File: config.mk
export PLATFORM = sky130hd
export DESIGN_NAME = tetris_pixel_pipe
export DESIGN_NICKNAME = d
export VERILOG_FILES = /design/src/rtl/tetris_pkg.sv /design/src/rtl/tetris_pixel_pipe_clear_flash_fsm.sv /design/src/rtl/tetris_pixel_pipe.sv
export SDC_FILE = /design/constraint.sdc
export NUM_CORES = 1
export LEC_CHECK = 0
export CORE_ASPECT_RATIO = 1.2
export CORE_MARGIN = 2
export CORE_UTILIZATION = 55
export DETAILED_ROUTE_END_ITERATION = 6
export DONT_BUFFER_PORTS = 1
export PLACE_DENSITY = 0.74
export SYNTH_ARGS = -nofsm -noshare
export SYNTH_HDL_FRONTEND = slang
export SYNTH_SLANG_ARGS = --single-unit
File: constraint.sdc
create_clock -name Clk -period 11.25 [get_ports Clk]
set_input_delay 1.6875 -clock Clk [delete_from_list [all_inputs] [get_ports Clk]]
set_output_delay 1.6875 -clock Clk [all_outputs]
set_load 0.02 [all_outputs]
File: src/rtl/tetris_pkg.sv
// Shared colour types, palette and flash FSM states for the Tetris pixel path.
// Used by tetris_pixel_pipe and clear_flash_fsm.
package tetris_pkg;

  typedef struct packed {
    logic [7:0] r;
    logic [7:0] g;
    logic [7:0] b;
  } rgb_t;

  localparam rgb_t BLACK     = '{8'h00, 8'h00, 8'h00};
  localparam rgb_t WHITE     = '{8'hff, 8'hff, 8'hff};
  localparam rgb_t GRID_GREY = '{8'h30, 8'h30, 8'h30};

  localparam rgb_t palette [0:7] = '{
    '{8'h00, 8'h00, 8'h00},
    '{8'h00, 8'hf0, 8'hf0},
    '{8'h00, 8'h00, 8'hf0},
    '{8'hf0, 8'ha0, 8'h00},
    '{8'hf0, 8'hf0, 8'h00},
    '{8'h00, 8'hf0, 8'h00},
    '{8'ha0, 8'h00, 8'hf0},
    '{8'hf0, 8'h00, 8'h00}
  };

  typedef enum logic [1:0] {
    IDLE,
    FLASH,
    DONE
  } flash_state_t;

endpackage

File: src/rtl/tetris_pixel_pipe_clear_flash_fsm.sv
// Row-clear flash animation: latches the row mask, counts frames,
// and reports whether a given row is currently lit.
module clear_flash_fsm
  import tetris_pkg::*;
#(
  parameter int ROWS         = 20,
  parameter int FLASH_FRAMES = 24,
  localparam int ROW_W = $clog2(ROWS),
  localparam int CNT_W = $clog2(FLASH_FRAMES + 1)
) (
  input  logic             Clk,
  input  logic             Reset,
  input  logic             frame_start,
  input  logic             clear_start,
  input  logic [ROWS-1:0]  clear_rows,
  input  logic [ROW_W-1:0] row,
  output logic             busy,
  output logic             clear_done,
  output logic             flash_lit
);

  flash_state_t     state, state_n;
  logic [CNT_W-1:0] cnt, cnt_n;
  logic [ROWS-1:0]  mask, mask_n;

  always_ff @(posedge Clk) begin
    if (Reset) begin
      state <= IDLE;
      cnt   <= '0;
      mask  <= '0;
    end else begin
      state <= state_n;
      cnt   <= cnt_n;
      mask  <= mask_n;
    end
  end

  always_comb begin
    state_n    = state;
    cnt_n      = cnt;
    mask_n     = mask;
    busy       = 1'b0;
    clear_done = 1'b0;
    unique case (state)
      IDLE: begin
        if (clear_start) begin
          mask_n  = clear_rows;
          cnt_n   = '0;
          state_n = FLASH;
        end
      end
      FLASH: begin
        busy = 1'b1;
        if (frame_start) begin
          cnt_n = cnt + CNT_W'(1);
          if (cnt == CNT_W'(FLASH_FRAMES - 1))
            state_n = DONE;
        end
      end
      DONE: begin
        clear_done = 1'b1;
        mask_n     = '0;
        state_n    = IDLE;
      end
      default: state_n = IDLE;
    endcase
  end

  // Phase flips every 4 frames so lit rows blink on/off.
  assign flash_lit = (state == FLASH) && cnt[2] && mask[row];

endmodule

File: src/rtl/tetris_pixel_pipe.sv
// Two-stage pixel compositor: active piece, row flash, stored cells, border.
// Optional macro GRID_LINES_EN draws grey cell grid lines on empty cells.
module tetris_pixel_pipe
  import tetris_pkg::*;
#(
  parameter int NUM_BLOCKS   = 4,
  parameter int COLS         = 10,
  parameter int ROWS         = 20,
  parameter int CELL_PX      = 20,
  parameter int FIELD_X0     = 200,
  parameter int FIELD_Y0     = 0,
  parameter int BORDER_PX    = 20,
  parameter int FLASH_FRAMES = 24,
  localparam int COL_W  = $clog2(COLS),
  localparam int ROW_W  = $clog2(ROWS),
  localparam int ADDR_W = $clog2(ROWS * COLS)
) (
  input  logic                             Clk,
  input  logic                             Reset,
  input  logic [9:0]                       DrawX,
  input  logic [9:0]                       DrawY,
  input  logic                             frame_start,
  input  logic [NUM_BLOCKS-1:0][COL_W-1:0] block_x,
  input  logic [NUM_BLOCKS-1:0][ROW_W-1:0] block_y,
  input  logic                             piece_valid,
  input  logic [2:0]                       piece_color,
  output logic [ADDR_W-1:0]                cell_rd_addr,
  input  logic [2:0]                       cell_rd_data,
  input  logic                             clear_start,
  input  logic [ROWS-1:0]                  clear_rows,
  output logic                             busy,
  output logic                             clear_done,
  output logic                             field_hit,
  output logic [7:0]                       Red,
  output logic [7:0]                       Green,
  output logic [7:0]                       Blue
);

  localparam int X_SPAN = COLS * CELL_PX;
  localparam int Y_SPAN = ROWS * CELL_PX;

  logic [9:0]       dx, dy, bdx;
  logic             in_field, border;
  logic [COL_W-1:0] col;
  logic [ROW_W-1:0] row;

  // Offsets wrap when left of/above the origin, so one compare bounds both sides.
  assign dx  = DrawX - 10'(FIELD_X0);
  assign dy  = DrawY - 10'(FIELD_Y0);
  assign bdx = DrawX - 10'(FIELD_X0 - BORDER_PX);

  assign in_field = (dx < 10'(X_SPAN)) && (dy < 10'(Y_SPAN));
  assign border   = (bdx < 10'(X_SPAN + 2 * BORDER_PX))
                 && (dy < 10'(Y_SPAN + BORDER_PX))
                 && !in_field;

  assign col = COL_W'(dx / 10'(CELL_PX));
  assign row = ROW_W'(dy / 10'(CELL_PX));

  assign cell_rd_addr = in_field
    ? ADDR_W'(row) * ADDR_W'(COLS) + ADDR_W'(col)
    : '0;

  logic             s1_in, s1_border;
  logic [COL_W-1:0] s1_col;
  logic [ROW_W-1:0] s1_row;

`ifdef GRID_LINES_EN
  logic grid, s1_grid;
  assign grid = in_field
    && ((dx % 10'(CELL_PX) == '0) || (dy % 10'(CELL_PX) == '0));

  always_ff @(posedge Clk) begin
    if (Reset) s1_grid <= 1'b0;
    else       s1_grid <= grid;
  end
`endif

  always_ff @(posedge Clk) begin
    if (Reset) begin
      s1_in     <= 1'b0;
      s1_border <= 1'b0;
      s1_col    <= '0;
      s1_row    <= '0;
    end else begin
      s1_in     <= in_field;
      s1_border <= border;
      s1_col    <= col;
      s1_row    <= row;
    end
  end

  logic flash_lit;

  clear_flash_fsm #(
    .ROWS         (ROWS),
    .FLASH_FRAMES (FLASH_FRAMES)
  ) u_flash (
    .Clk         (Clk),
    .Reset       (Reset),
    .frame_start (frame_start),
    .clear_start (clear_start),
    .clear_rows  (clear_rows),
    .row         (s1_row),
    .busy        (busy),
    .clear_done  (clear_done),
    .flash_lit   (flash_lit)
  );

  logic blk_hit, hit;
  rgb_t pix;

  always_comb begin
    blk_hit = 1'b0;
    for (int i = 0; i < NUM_BLOCKS; i++)
      if (block_x[i] == s1_col && block_y[i] == s1_row)
        blk_hit = 1'b1;
    blk_hit = blk_hit && piece_valid && s1_in;
  end

  always_comb begin
    pix = BLACK;
    hit = 1'b0;
    if (blk_hit)
      pix = palette[piece_color];
    else if (s1_in && flash_lit)
      pix = WHITE;
    else if (s1_in && cell_rd_data != 3'd0) begin
      pix = palette[cell_rd_data];
      hit = 1'b1;
    end else if (s1_border)
      pix = WHITE;
`ifdef GRID_LINES_EN
    else if (s1_grid)
      pix = GRID_GREY;
`endif
  end

  always_ff @(posedge Clk) begin
    if (Reset) begin
      Red       <= '0;
      Green     <= '0;
      Blue      <= '0;
      field_hit <= 1'b0;
    end else begin
      Red       <= pix.r;
      Green     <= pix.g;
      Blue      <= pix.b;
      field_hit <= hit;
    end
  end

endmodule
# Word-level counts from Yosys, hierarchy flattened

Memory sizes are Yosys's and may differ from the RTL's.
Index checks and enable logic that the tools add are counted.

Register bits: 63
ROM bits: 384
Input port bits: 87
Output and inout port bits: 35
Logic and storage cells: 92
Memories kept: 2

$add $sub $neg: 4
Multipliers: 1
Divide/modulo/power cells: 2
$lt $le $gt $ge: 7
Eq/ne operators: 14
Multiplexer cells: 27
Bitwise operators: 2
Reductions and logical operators: 22

Memories:

| memory          | depth | bits a word | rd ports | clocked after Yosys merged registers in | write ports | RTL line                 | source |
|---|---|---|---|---|---|---|---|
| (no name shown) | 8     | 24          | 1        | 0                                       | 0           | tetris_pixel_pipe.sv:129 | `pix = palette[cell_rd_data];` |
| (no name shown) | 8     | 24          | 1        | 0                                       | 0           | tetris_pixel_pipe.sv:125 | `pix = palette[piece_color];` |

Operators by type and width:

| kind                  | count |
|---|---|
| $mux 24               | 8 |
| $pmux 20 s2           | 1 |
| $div 10x5->10 const B | 2 |
| $eq 5x5->1            | 4 |
| $lt 10x8->1 const B   | 2 |
| $lt 10x9->1 const B   | 2 |
| $mux 20               | 1 |
| $sub 10x8->10 const B | 2 |
| $eq 4x4->1            | 4 |
| $logic_and 1x1->1     | 13 |
| $mux 5                | 2 |
| $pmux 5 s2            | 1 |
| $add 8x4->8           | 1 |
| $ge 4x4->1 const B    | 2 |
| $mux 1                | 8 |
| $mux 8                | 1 |
| $not 3->4             | 2 |
| $mul 5x3->7 const B   | 1 |
| $lt 5x6->1 const B    | 1 |
| $mux 2                | 3 |
| $reduce_and 3->1      | 2 |
| $add 5x1->5 const B   | 1 |
| $bmux 1 s5            | 1 |
| $eq 5x5->1 const B    | 1 |
| other kinds (11)      | 13 |

# Logic depth before layout (Yosys ltp)

Gate-level depths: netlist (run 1).

Word-level depth: 9
Depth in mapped cells: 22

# By module

From an unflattened synthesis (run 1), not the netlist that was laid out.

Cells, all modules: 649
Area total of the unflattened synthesis: 4,981.0 um^2

Modules (own cells, without submodules):

| module            | instances | cells an instance | area an instance (um^2) | sequential area each (um^2) |
|---|---|---|---|---|
| tetris_pixel_pipe | 1         | 507               | 3,727.3                 | 360.3 |
| clear_flash_fsm   | 1         | 142               | 1,253.7                 | 540.5 |

# Least setup slack after synthesis (run 1)

No wires, ideal clock.

Kind: input-to-output
Start: in DrawY[9]
End: out cell_rd_addr[7]
Arrival time: 5.419 ns
Required time: 9.562 ns
Setup slack: 4.144 ns
Stages on the path: 16
Buffers on the path: 2
Path through: clkbuf_1 clkbuf_1 a22oi_1 o221ai_2 maj3_1 nor2_1 a311oi_1 inv_1 ha_1 ha_1 fa_1 nand3b_1 a2111oi_0 a221oi_1 xnor2_1 nor2_1

Word-level cells in the longest chain between the ends: 4
Elaborated cells on any way between the ends: 6

RTL lines:

| item            | RTL line                | source |
|---|---|---|
| start, declared | tetris_pixel_pipe.sv:21 | `input logic [9:0] DrawY,` |
| $div 10x5->10   | tetris_pixel_pipe.sv:58 | `assign row = ROW_W'(dy / 10'(CELL_PX));` |
| via row[2]      | tetris_pixel_pipe.sv:45 | `logic [ROW_W-1:0] row;` |
| $mul 5x3->7     | tetris_pixel_pipe.sv:61 | `? ADDR_W'(row) * ADDR_W'(COLS) + ADDR_W'(col)` |
| $add 8x4->8     | tetris_pixel_pipe.sv:61 |  |
| $mux 8          | tetris_pixel_pipe.sv:61 |  |
| end, declared   | tetris_pixel_pipe.sv:27 | `output logic [ADDR_W-1:0] cell_rd_addr,` |

The timed path passes the listed nets, and every way through them passes these cells.

# Worst setup path in the final report (run 1)

Start: in DrawX[3]
End: out cell_rd_addr[7]

Word-level cells in the longest chain between the ends: 4
Elaborated cells on any way between the ends: 6

RTL lines:

| item            | RTL line                | source |
|---|---|---|
| start, declared | tetris_pixel_pipe.sv:20 | `input logic [9:0] DrawX,` |
| $sub 10x8->10   | tetris_pixel_pipe.sv:48 | `assign dx = DrawX - 10'(FIELD_X0);` |
| $div 10x5->10   | tetris_pixel_pipe.sv:57 | `assign col = COL_W'(dx / 10'(CELL_PX));` |
| via col[1]      | tetris_pixel_pipe.sv:44 | `logic [COL_W-1:0] col;` |
| $add 8x4->8     | tetris_pixel_pipe.sv:61 |  |
| $mux 8          | tetris_pixel_pipe.sv:61 |  |

The timed path passes the listed nets, and every way through them passes these cells.

==> flow_summary.rst, run 1 <==
.. list-table::
   :header-rows: 1

   * - Metric
     - Value
   * - Min Tclk post-route
     - between 7 and 8 ns
   * - Total standard cell area after synthesis
     - 4410 um2
   * - Share of the cycle needed by the critical path after routing
     - 69.0%
   * - Final setup violation count
     - 0
   * - Number of enable-type register cells in the synthesized netlist
     - 0
   * - Clock transition at the register clock pins on the worst setup and hold paths after CTS
     - ~0.080 ns
   * - # diodes
     - 0
   * - Ports placed on the boundary
     - 122
   * - Tightest hold margin
     - between 0.4 and 0.5 ns
   * - Fraction of final layout cells with drive strength greater than 1
     - under 10%
   * - Minimum setup slack after placement
     - ~3.6 ns
   * - Crit-path max FO
     - 17
   * - Largest delay contributor family on the critical path
     - compound AO/OA/AOI/OAI gates
   * - Clock buffers created by TritonCTS
     - 5
   * - Post-synthesis instance total
     - 556
   * - Maxcap violations
     - 0
   * - Post-synth top flop
     - sky130_fd_sc_hd__dfxtp_1
   * - Number of hold buffers added after cts
     - 0
   * - Placement row count
     - 35
   * - Reported leakage power
     - roughly 1.6 nW
   * - Number of nets in the layout
     - between 600 and 700
   * - Setup crit end kind
     - output pin
   * - Fill count
     - roughly 720
   * - Yosys reg bits
     - 45
   * - Synth top area share
     - around a fifth
   * - PortBufs
     - 0
   * - Count of pins over their slew limit
     - 0
   * - Total number of vias
     - just under 4000
   * - Overflow left after global routing
     - 0
   * - Power per cell area
     - about 110 nW/um2
   * - Tightest Hold Check Type
     - reg2reg
   * - Post-route DRC violation count
     - 0
   * - Post-cts repair resize count
     - 0
   * - Storage cell area
     - 902 um2
   * - Vias per cell
     - 6.53
   * - Antenna violations before repair
     - 0
   * - Post-route cell area
     - between 4000 and 5000 um2
   * - Highest-delay cell along the critical path
     - sky130_fd_sc_hd__ha_1
   * - Worst slew pin tran
     - 1.27 ns
   * - Full die area
     - 8750 um2
   * - Average routed wire per standard cell
     - about 18 um
   * - Area after DPL
     - ~4200 um2
   * - Maximum number of pins on one net before global-route repair
     - 32
   * - Post-CTS Setup Inserts
     - 0
   * - Overall track demand over capacity in global routing
     - 24.0%
   * - Largest stage delay on the critical path
     - ~0.65 ns
   * - Post-route ant nets
     - 0
   * - Largest vdd supply drop
     - ~0.090 mV
   * - Root buffer selected by CTS
     - sky130_fd_sc_hd__clkbuf_8
   * - Worst-case clock skew
     - 0.00819 ns
   * - Dpl hpwl
     - ~8300 um
   * - Mapped Nets
     - 665
   * - Post-synthesis sequential area ratio
     - 20.4%
   * - Crit Path Class
     - in2out
   * - CTS tree
     - built
   * - Placeable core area
     - between 7000 and 8000 um2
   * - Arrival time at the worst endpoint
     - between 6 and 7 ns
   * - Leading cell type by number of instances after synthesis
     - sky130_fd_sc_hd__nor2_1
   * - Distinct cell type count of the synthesized netlist
     - 74
   * - Dominant cells by area after synthesis
     - sky130_fd_sc_hd__dfxtp_1, sky130_fd_sc_hd__xnor2_1, sky130_fd_sc_hd__ha_1, sky130_fd_sc_hd__xor2_1, sky130_fd_sc_hd__nor2_1
   * - Area of the multi-input gates
     - 3090 um2
   * - Clock tree sinks
     - 45
   * - Unrepaired setup endpoints after global routing
     - false
   * - Aggregate negative setup slack
     - 0 ns
   * - Cell repeated most along the worst path
     - sky130_fd_sc_hd__nor2_1
   * - Starting Density
     - a little under three fifths
   * - Horizontal extent of the die
     - about 86 um
   * - First-pass GRT wire length
     - around 17000 um
   * - CP startpoint kind
     - primary input
   * - Critical-path cell list
     - inv_1 > ha_1 > a21boi_0 > o21a_1 > or4_1 > o221ai_2 > a32o_1 > or2_0 > a21o_1 > ha_1 > inv_1 > fa_1 > nor2b_1 > nor2_1 > nor2_1 > o21ai_0 > a221oi_1 > xnor2_1 > nor2_1
   * - P&R area growth vs syn
     - -2.44%
   * - Top cell type by total area after synthesis
     - sky130_fd_sc_hd__dfxtp_1
   * - Via count of the first global-routing pass
     - 3688
   * - H-tree Lvls
     - 2
   * - Most frequent cells after synthesis
     - sky130_fd_sc_hd__nor2_1, sky130_fd_sc_hd__dfxtp_1, sky130_fd_sc_hd__xnor2_1
   * - Final Wtd Congestion
     - slightly above 0.9
   * - Crit path setup slack, layout
     - around 3.5 ns
   * - Clk_lat worst skew
     - 0.30 ns
   * - Worst slew margin relative to its limit
     - 15.0%
   * - Number of standard cells in the layout, taps in and fillers out
     - approximately 600
   * - Buf+Inv Stages, Crit Path
     - 2
   * - Total of warnings raised by yosys
     - 0
   * - Number of hold-slack violations in the final timing report
     - 0
   * - First-pass detailed-route iteration total
     - 5
   * - Setup slack of the most critical reg-to-reg path
     - between 8 and 9 ns
   * - Status
     - completed
   * - Die Ht
     - between 100 and 150 um
   * - Achievable Freq
     - between 0.1 and 0.15 GHz
   * - Number of instances in the placed design
     - just under 600
   * - Drt first-iter violations
     - 269
   * - Clock buffer depth
     - 2
   * - Total Wirelength
     - around 11000 um
   * - Proportion of register bits with asynchronous set or reset after synthesis
     - 0%
   * - Mean area per synthesized cell
     - 7.93 um2
   * - WP data required
     - approximately 9.6 ns
cells by family after synthesis:
family          after synthesis  share of synthesized area (%)
simple gates                174                           20.2
compound gates              155                           25.9
buf+inv                      84                           9.57
xor+xnor                     62                           12.7
flops                        45                           20.4
fa+ha+maj                    25                           7.27
mux                          11                           3.92
layout by cell type (no fill, tap or decap), types with 4 or more instances in the layout:
cell type	synthesis	routed
sky130_fd_sc_hd__nor2_1	48	48
sky130_fd_sc_hd__dfxtp_1	45	44
sky130_fd_sc_hd__xnor2_1	37	37
sky130_fd_sc_hd__nand2_1	30	30
sky130_fd_sc_hd__a21oi_1	28	28
sky130_fd_sc_hd__inv_1	24	24
sky130_fd_sc_hd__o21ai_0	24	24
sky130_fd_sc_hd__xor2_1	23	23
sky130_fd_sc_hd__a22o_1	20	20
sky130_fd_sc_hd__ha_1	20	20
sky130_fd_sc_hd__nand2b_1	17	17
sky130_fd_sc_hd__nand3_1	15	15
sky130_fd_sc_hd__nand4_1	10	10
sky130_fd_sc_hd__a31oi_1	9	9
sky130_fd_sc_hd__nor3_1	9	8
sky130_fd_sc_hd__and2_1	8	8
sky130_fd_sc_hd__nor2b_1	6	6
sky130_fd_sc_hd__o22ai_1	6	6
sky130_fd_sc_hd__o2111ai_1	6	6
sky130_fd_sc_hd__a221oi_1	6	6
sky130_fd_sc_hd__mux2i_1	6	6
sky130_fd_sc_hd__mux4_2	5	5
sky130_fd_sc_hd__nor4_1	5	5
sky130_fd_sc_hd__clkbuf_8	0	5
sky130_fd_sc_hd__a21boi_0	4	4
sky130_fd_sc_hd__o211ai_1	4	4
sky130_fd_sc_hd__a22oi_1	4	4
sky130_fd_sc_hd__a32oi_1	4	4
sky130_fd_sc_hd__or2_2	4	4
report_power, final:
| group | total [mW] | switching [mW] | internal, mW |
|---|---|---|---|
| logic | 0.178 | 0.0953 | 0.0826 |
| clock network | 0.0978 | 0.0540 | 0.0438 |
| registers | 0.187 | 0.0169 | 0.170 |
| total | 0.463 | 0.166 | 0.296 |
routing by layer:
metal,GRT usage (%),part of all wire [%],vias up
li1,-,-,1896
met1,27.9,40,1812
met2,43.5,49,180
met3,4.68,8.3,24
met4,9.40,2.8,0
met5,0,0,-
worst register-to-register path, stage by stage (launching register included):
cell and delay (ns):
sky130_fd_sc_hd__dfxtp_1 0.69, sky130_fd_sc_hd__xnor2_1 0.19, sky130_fd_sc_hd__nand4_1 0.11, sky130_fd_sc_hd__nor4_1 0.38, sky130_fd_sc_hd__a31oi_1 0.15, sky130_fd_sc_hd__a21oi_1 0.40
sky130_fd_sc_hd__nor2b_1 0.18, sky130_fd_sc_hd__a221oi_1 0.34
stage by stage:
step                      power [mW]  utilization [%]
final                          0.463             55.8
after CTS                      0.464             55.8
after floorplan                0.346                -
after global placement         0.361             54.6
after detailed placement       0.367             54.6
after global routing           0.494             55.8
sequential cells by signal, indices dropped and copies added (netlist names):
register,cells
u_flash.mask,20
s1_row,5
u_flash.cnt,5
s1_col,4
Red,3
Green,2
u_flash.state,2
Blue,1
field_hit,1
s1_border,1
s1_in,1
path summary, 6_finish.rpt:
path,from,end,cells past startpoint
worst max-delay path,DrawX[3],cell_rd_addr[7],19
worst min-delay path,u_flash.mask[18]$_SDFFE_PP0P_,u_flash.mask[18]$_SDFFE_PP0P_,1
worst max register to register,s1_row[0]$_SDFF_PP0_,Red[6]$_SDFF_PP0_,7
worst min register to register,u_flash.mask[18]$_SDFFE_PP0P_,u_flash.mask[18]$_SDFFE_PP0P_,1
area by class of cell:
cell class	count	area share, %
tap	92	2.68
multi-input combinational	427	71.9
inverter	26	2.27
sequential	45	21.0
clock buffer	6	1.69
timing repair buffer	1	0.175
clock inverter	2	0.349
Note: power is estimated with default switching activity, not from simulation.
==> run 2: changes to the inputs <==
--- a/config.mk
+++ b/config.mk
@@ -10,7 +10,7 @@
 export CORE_UTILIZATION = 55
 export DETAILED_ROUTE_END_ITERATION = 6
 export DONT_BUFFER_PORTS = 1
-export PLACE_DENSITY = 0.74
+export PLACE_DENSITY = 0.77
 export SYNTH_ARGS = -nofsm -noshare
 export SYNTH_HDL_FRONTEND = slang
 export SYNTH_SLANG_ARGS = --single-unit
==> constraint.sdc (replaced) <==
create_clock -name Clk -period 7.1 [get_ports Clk]
set_input_delay 1.065 -clock Clk [delete_from_list [all_inputs] [get_ports Clk]]
set_output_delay 1.065 -clock Clk [all_outputs]
set_load 0.02 [all_outputs]
==> run 2 against run 1 <==
Non-clock buffer count unchanged; design area increased by 0.15%; count of clock-buffer cells in the layout decreased by 1; wire length decreased by 1.9%; largest cell class unchanged.
==> flow_summary.rst, run 2 (same netlist as run 1, synthesis figures left out) <==
.. list-table::
   :header-rows: 1

   * - Metric
     - Value
   * - Status
     - completed
   * - Worst-case clock skew
     - ~0.013 ns
   * - Average routed wire per standard cell
     - around 18 um
   * - Total Wirelength
     - between 10000 and 15000 um
   * - Final setup violation count
     - 0
   * - Number of hold-slack violations in the final timing report
     - 0
   * - Overflow left after global routing
     - 0
   * - Final Wtd Congestion
     - 0.911
   * - Count of pins over their slew limit
     - 0
   * - Antenna violations before repair
     - 0
   * - Overall track demand over capacity in global routing
     - 24.0%
   * - Clock tree sinks
     - 45
   * - Capture endpoint of the worst hold path
     - u_flash.mask[14]$_SDFFE_PP0P_
   * - First-pass detailed-route iteration total
     - 4
   * - Placeable core area
     - roughly 7700 um2
   * - Starting Density
     - between 50% and 60%
   * - Setup slack of the most critical reg-to-reg path
     - 4.67 ns
   * - Worst slew margin relative to its limit
     - about 13%
   * - Clock buffer depth
     - 2
   * - Fraction of final layout cells with drive strength greater than 1
     - around 6.7%
   * - Horizontal extent of the die
     - approximately 86 um
   * - P&R area growth vs syn
     - -2.30%
   * - Clk_lat worst skew
     - 0.30 ns
   * - Reg-to-reg critical path endpoint
     - Red[5]$_SDFF_PP0_
   * - Largest vdd supply drop
     - roughly 0.14 mV
   * - Die Ht
     - ~100 um
   * - Largest registers
     - u_flash.mask: 20 flops, s1_row: 5 flops, u_flash.cnt: 5 flops
   * - Ports placed on the boundary
     - around 120
   * - Achievable Freq
     - ~0.16 GHz
   * - Min Tclk post-route
     - about 6.4 ns
   * - Cell repeated most along the worst path
     - sky130_fd_sc_hd__nor2_1
   * - Crit Path Class
     - in2out
   * - Vias per cell
     - 6.54
   * - Drt first-iter violations
     - 152
   * - Depth of the worst hold-timing path
     - 1
   * - H-tree Lvls
     - 2
   * - Max FFs per register
     - 20
   * - Power per cell area
     - ~170 nW/um2
   * - Crit path setup slack, layout
     - ~0.68 ns
   * - Worst r2r path cells
     - 8
   * - Reported leakage power
     - 1.62 nW
   * - First-pass GRT wire length
     - ~17000 um
   * - WP data required
     - 6.03 ns
   * - Share of the cycle needed by the critical path after routing
     - 90.4%
   * - Full die area
     - approximately 8700 um2
   * - Crit-path max FO
     - 17
   * - Setup crit end kind
     - output pin
   * - CTS tree
     - built
   * - Fill count
     - just under 700
   * - Critical-path cell list
     - inv_1 > ha_1 > a21boi_0 > o21a_1 > or4_1 > o221ai_2 > a32o_1 > or2_0 > a21o_1 > ha_1 > inv_1 > fa_1 > nor2b_1 > nor2_1 > nor2_1 > o21ai_0 > a221oi_1 > xnor2_1 > nor2_1
   * - Worst slew pin tran
     - 1.29 ns
   * - Post-CTS Setup Inserts
     - 0
   * - Aggregate negative setup slack
     - 0 ns
   * - Unrepaired setup endpoints after global routing
     - false
   * - Post-cts repair resize count
     - 0
   * - Total number of vias
     - roughly 3900
   * - Maxcap violations
     - 0
   * - Most frequent cells in the layout
     - sky130_fd_sc_hd__nor2_1, sky130_fd_sc_hd__dfxtp_1, sky130_fd_sc_hd__xnor2_1
   * - Clock buffers created by TritonCTS
     - 5
   * - Arrival time at the worst endpoint
     - between 5 and 6 ns
   * - Dpl hpwl
     - approximately 8400 um
   * - Reg with most FFs
     - u_flash.mask
   * - Post-route DRC violation count
     - 0
   * - Number of hold buffers added after cts
     - 0
   * - Via count of the first global-routing pass
     - about 3700
   * - Worst reg2reg path startpoint
     - s1_row[0]$_SDFF_PP0_
   * - Highest-delay cell along the critical path
     - sky130_fd_sc_hd__ha_1
   * - Root buffer selected by CTS
     - sky130_fd_sc_hd__clkbuf_8
   * - PortBufs
     - 0
   * - Leading cell type in the layout, fill and taps excluded
     - sky130_fd_sc_hd__nor2_1
   * - Tightest Hold Check Type
     - reg2reg
   * - Startpoint of the worst hold path
     - u_flash.mask[14]$_SDFFE_PP0P_
   * - CP startpoint kind
     - primary input
   * - Maximum number of pins on one net before global-route repair
     - 32
   * - Post-route ant nets
     - 0
   * - # diodes
     - 0
   * - Clock transition at the register clock pins on the worst setup and hold paths after CTS
     - ~0.080 ns
   * - Placement row count
     - 35
   * - Minimum setup slack after placement
     - roughly 0.73 ns
   * - Largest stage delay on the critical path
     - 0.60 ns
   * - Number of nets in the layout
     - between 600 and 700
## run 2: changes by cell type in the layout (fill, tap and decap cells not counted), sizes merged
cell / previous run / this run
inv: 26 / 28
clkbuf: 6 / 5
clkinvlp: 2 / 1
## run 2: layer usage
layer / global-route usage, % / up-vias / routed length (um)
li1: - / 1903 / -
met1: 29.1 / 1832 / 4350
met2: 43.3 / 158 / 5350
met3: 3.96 / 22 / 757
met4: 8.18 / 0 / 259
met5: 0 / - / 0
## run 2: final cells by class
class | instances | area (um2) | area share (%)
repair buffers | 1 | 7.51 | 0.174
flip-flops and latches | 45 | 902 | 21.0
inverters | 26 | 97.6 | 2.27
clock buffers | 5 | 68.8 | 1.60
multi-input cells | 427 | 3090 | 71.8
clock inverters | 3 | 25.0 | 0.581
well taps | 92 | 115 | 2.67
## run 2: through the flow
stage / hold WS (ns) / cells / cell area, um2 / util [%] / total power [mW]
2_1_floorplan: 0.444 / 556 / 4410 / - / 0.549
3_3_place_gp: 0.457 / 591 / 4210 / 54.6 / 0.572
3_5_place_dp: 0.461 / 591 / 4210 / 54.6 / 0.580
4_1_cts: 0.485 / 599 / 4310 / 55.9 / 0.741
5_1_grt: 0.508 / 599 / 4310 / 55.9 / 0.789
6_report: 0.482 / 599 / 4310 / 55.9 / 0.740
## run 2: how the worst max path moves through the flow
| stage | startpoint | endpoint | slack, ns | cells after the start |
|---|---|---|---|---|
| floorplan | DrawY[9] | cell_rd_addr[7] | 1.24 | 16 |
| global placement | DrawX[3] | cell_rd_addr[7] | 0.82 | 19 |
| detailed placement | DrawX[3] | cell_rd_addr[7] | 0.73 | 19 |
| CTS | DrawX[3] | cell_rd_addr[7] | 0.71 | 19 |
| global route | DrawX[3] | cell_rd_addr[7] | 0.26 | 19 |
| finish | DrawX[3] | cell_rd_addr[7] | 0.68 | 19 |
## run 2: where the power goes
group	internal (mW)	leakage [nW]	switching [mW]
sequential	0.269	0.369	0.0250
clock	0.0718	0.0452	0.0925
combinational	0.131	1.20	0.151
## run 2: critical path: cells and delay by family
family	cells	cell delay, ns
buffers and inverters	2	0.18
xor gates and xnor gates	1	0.11
AOI/OAI and AO/OA	7	1.46
adders and majority gates	3	1.16
and+or+nand+nor	6	1.38
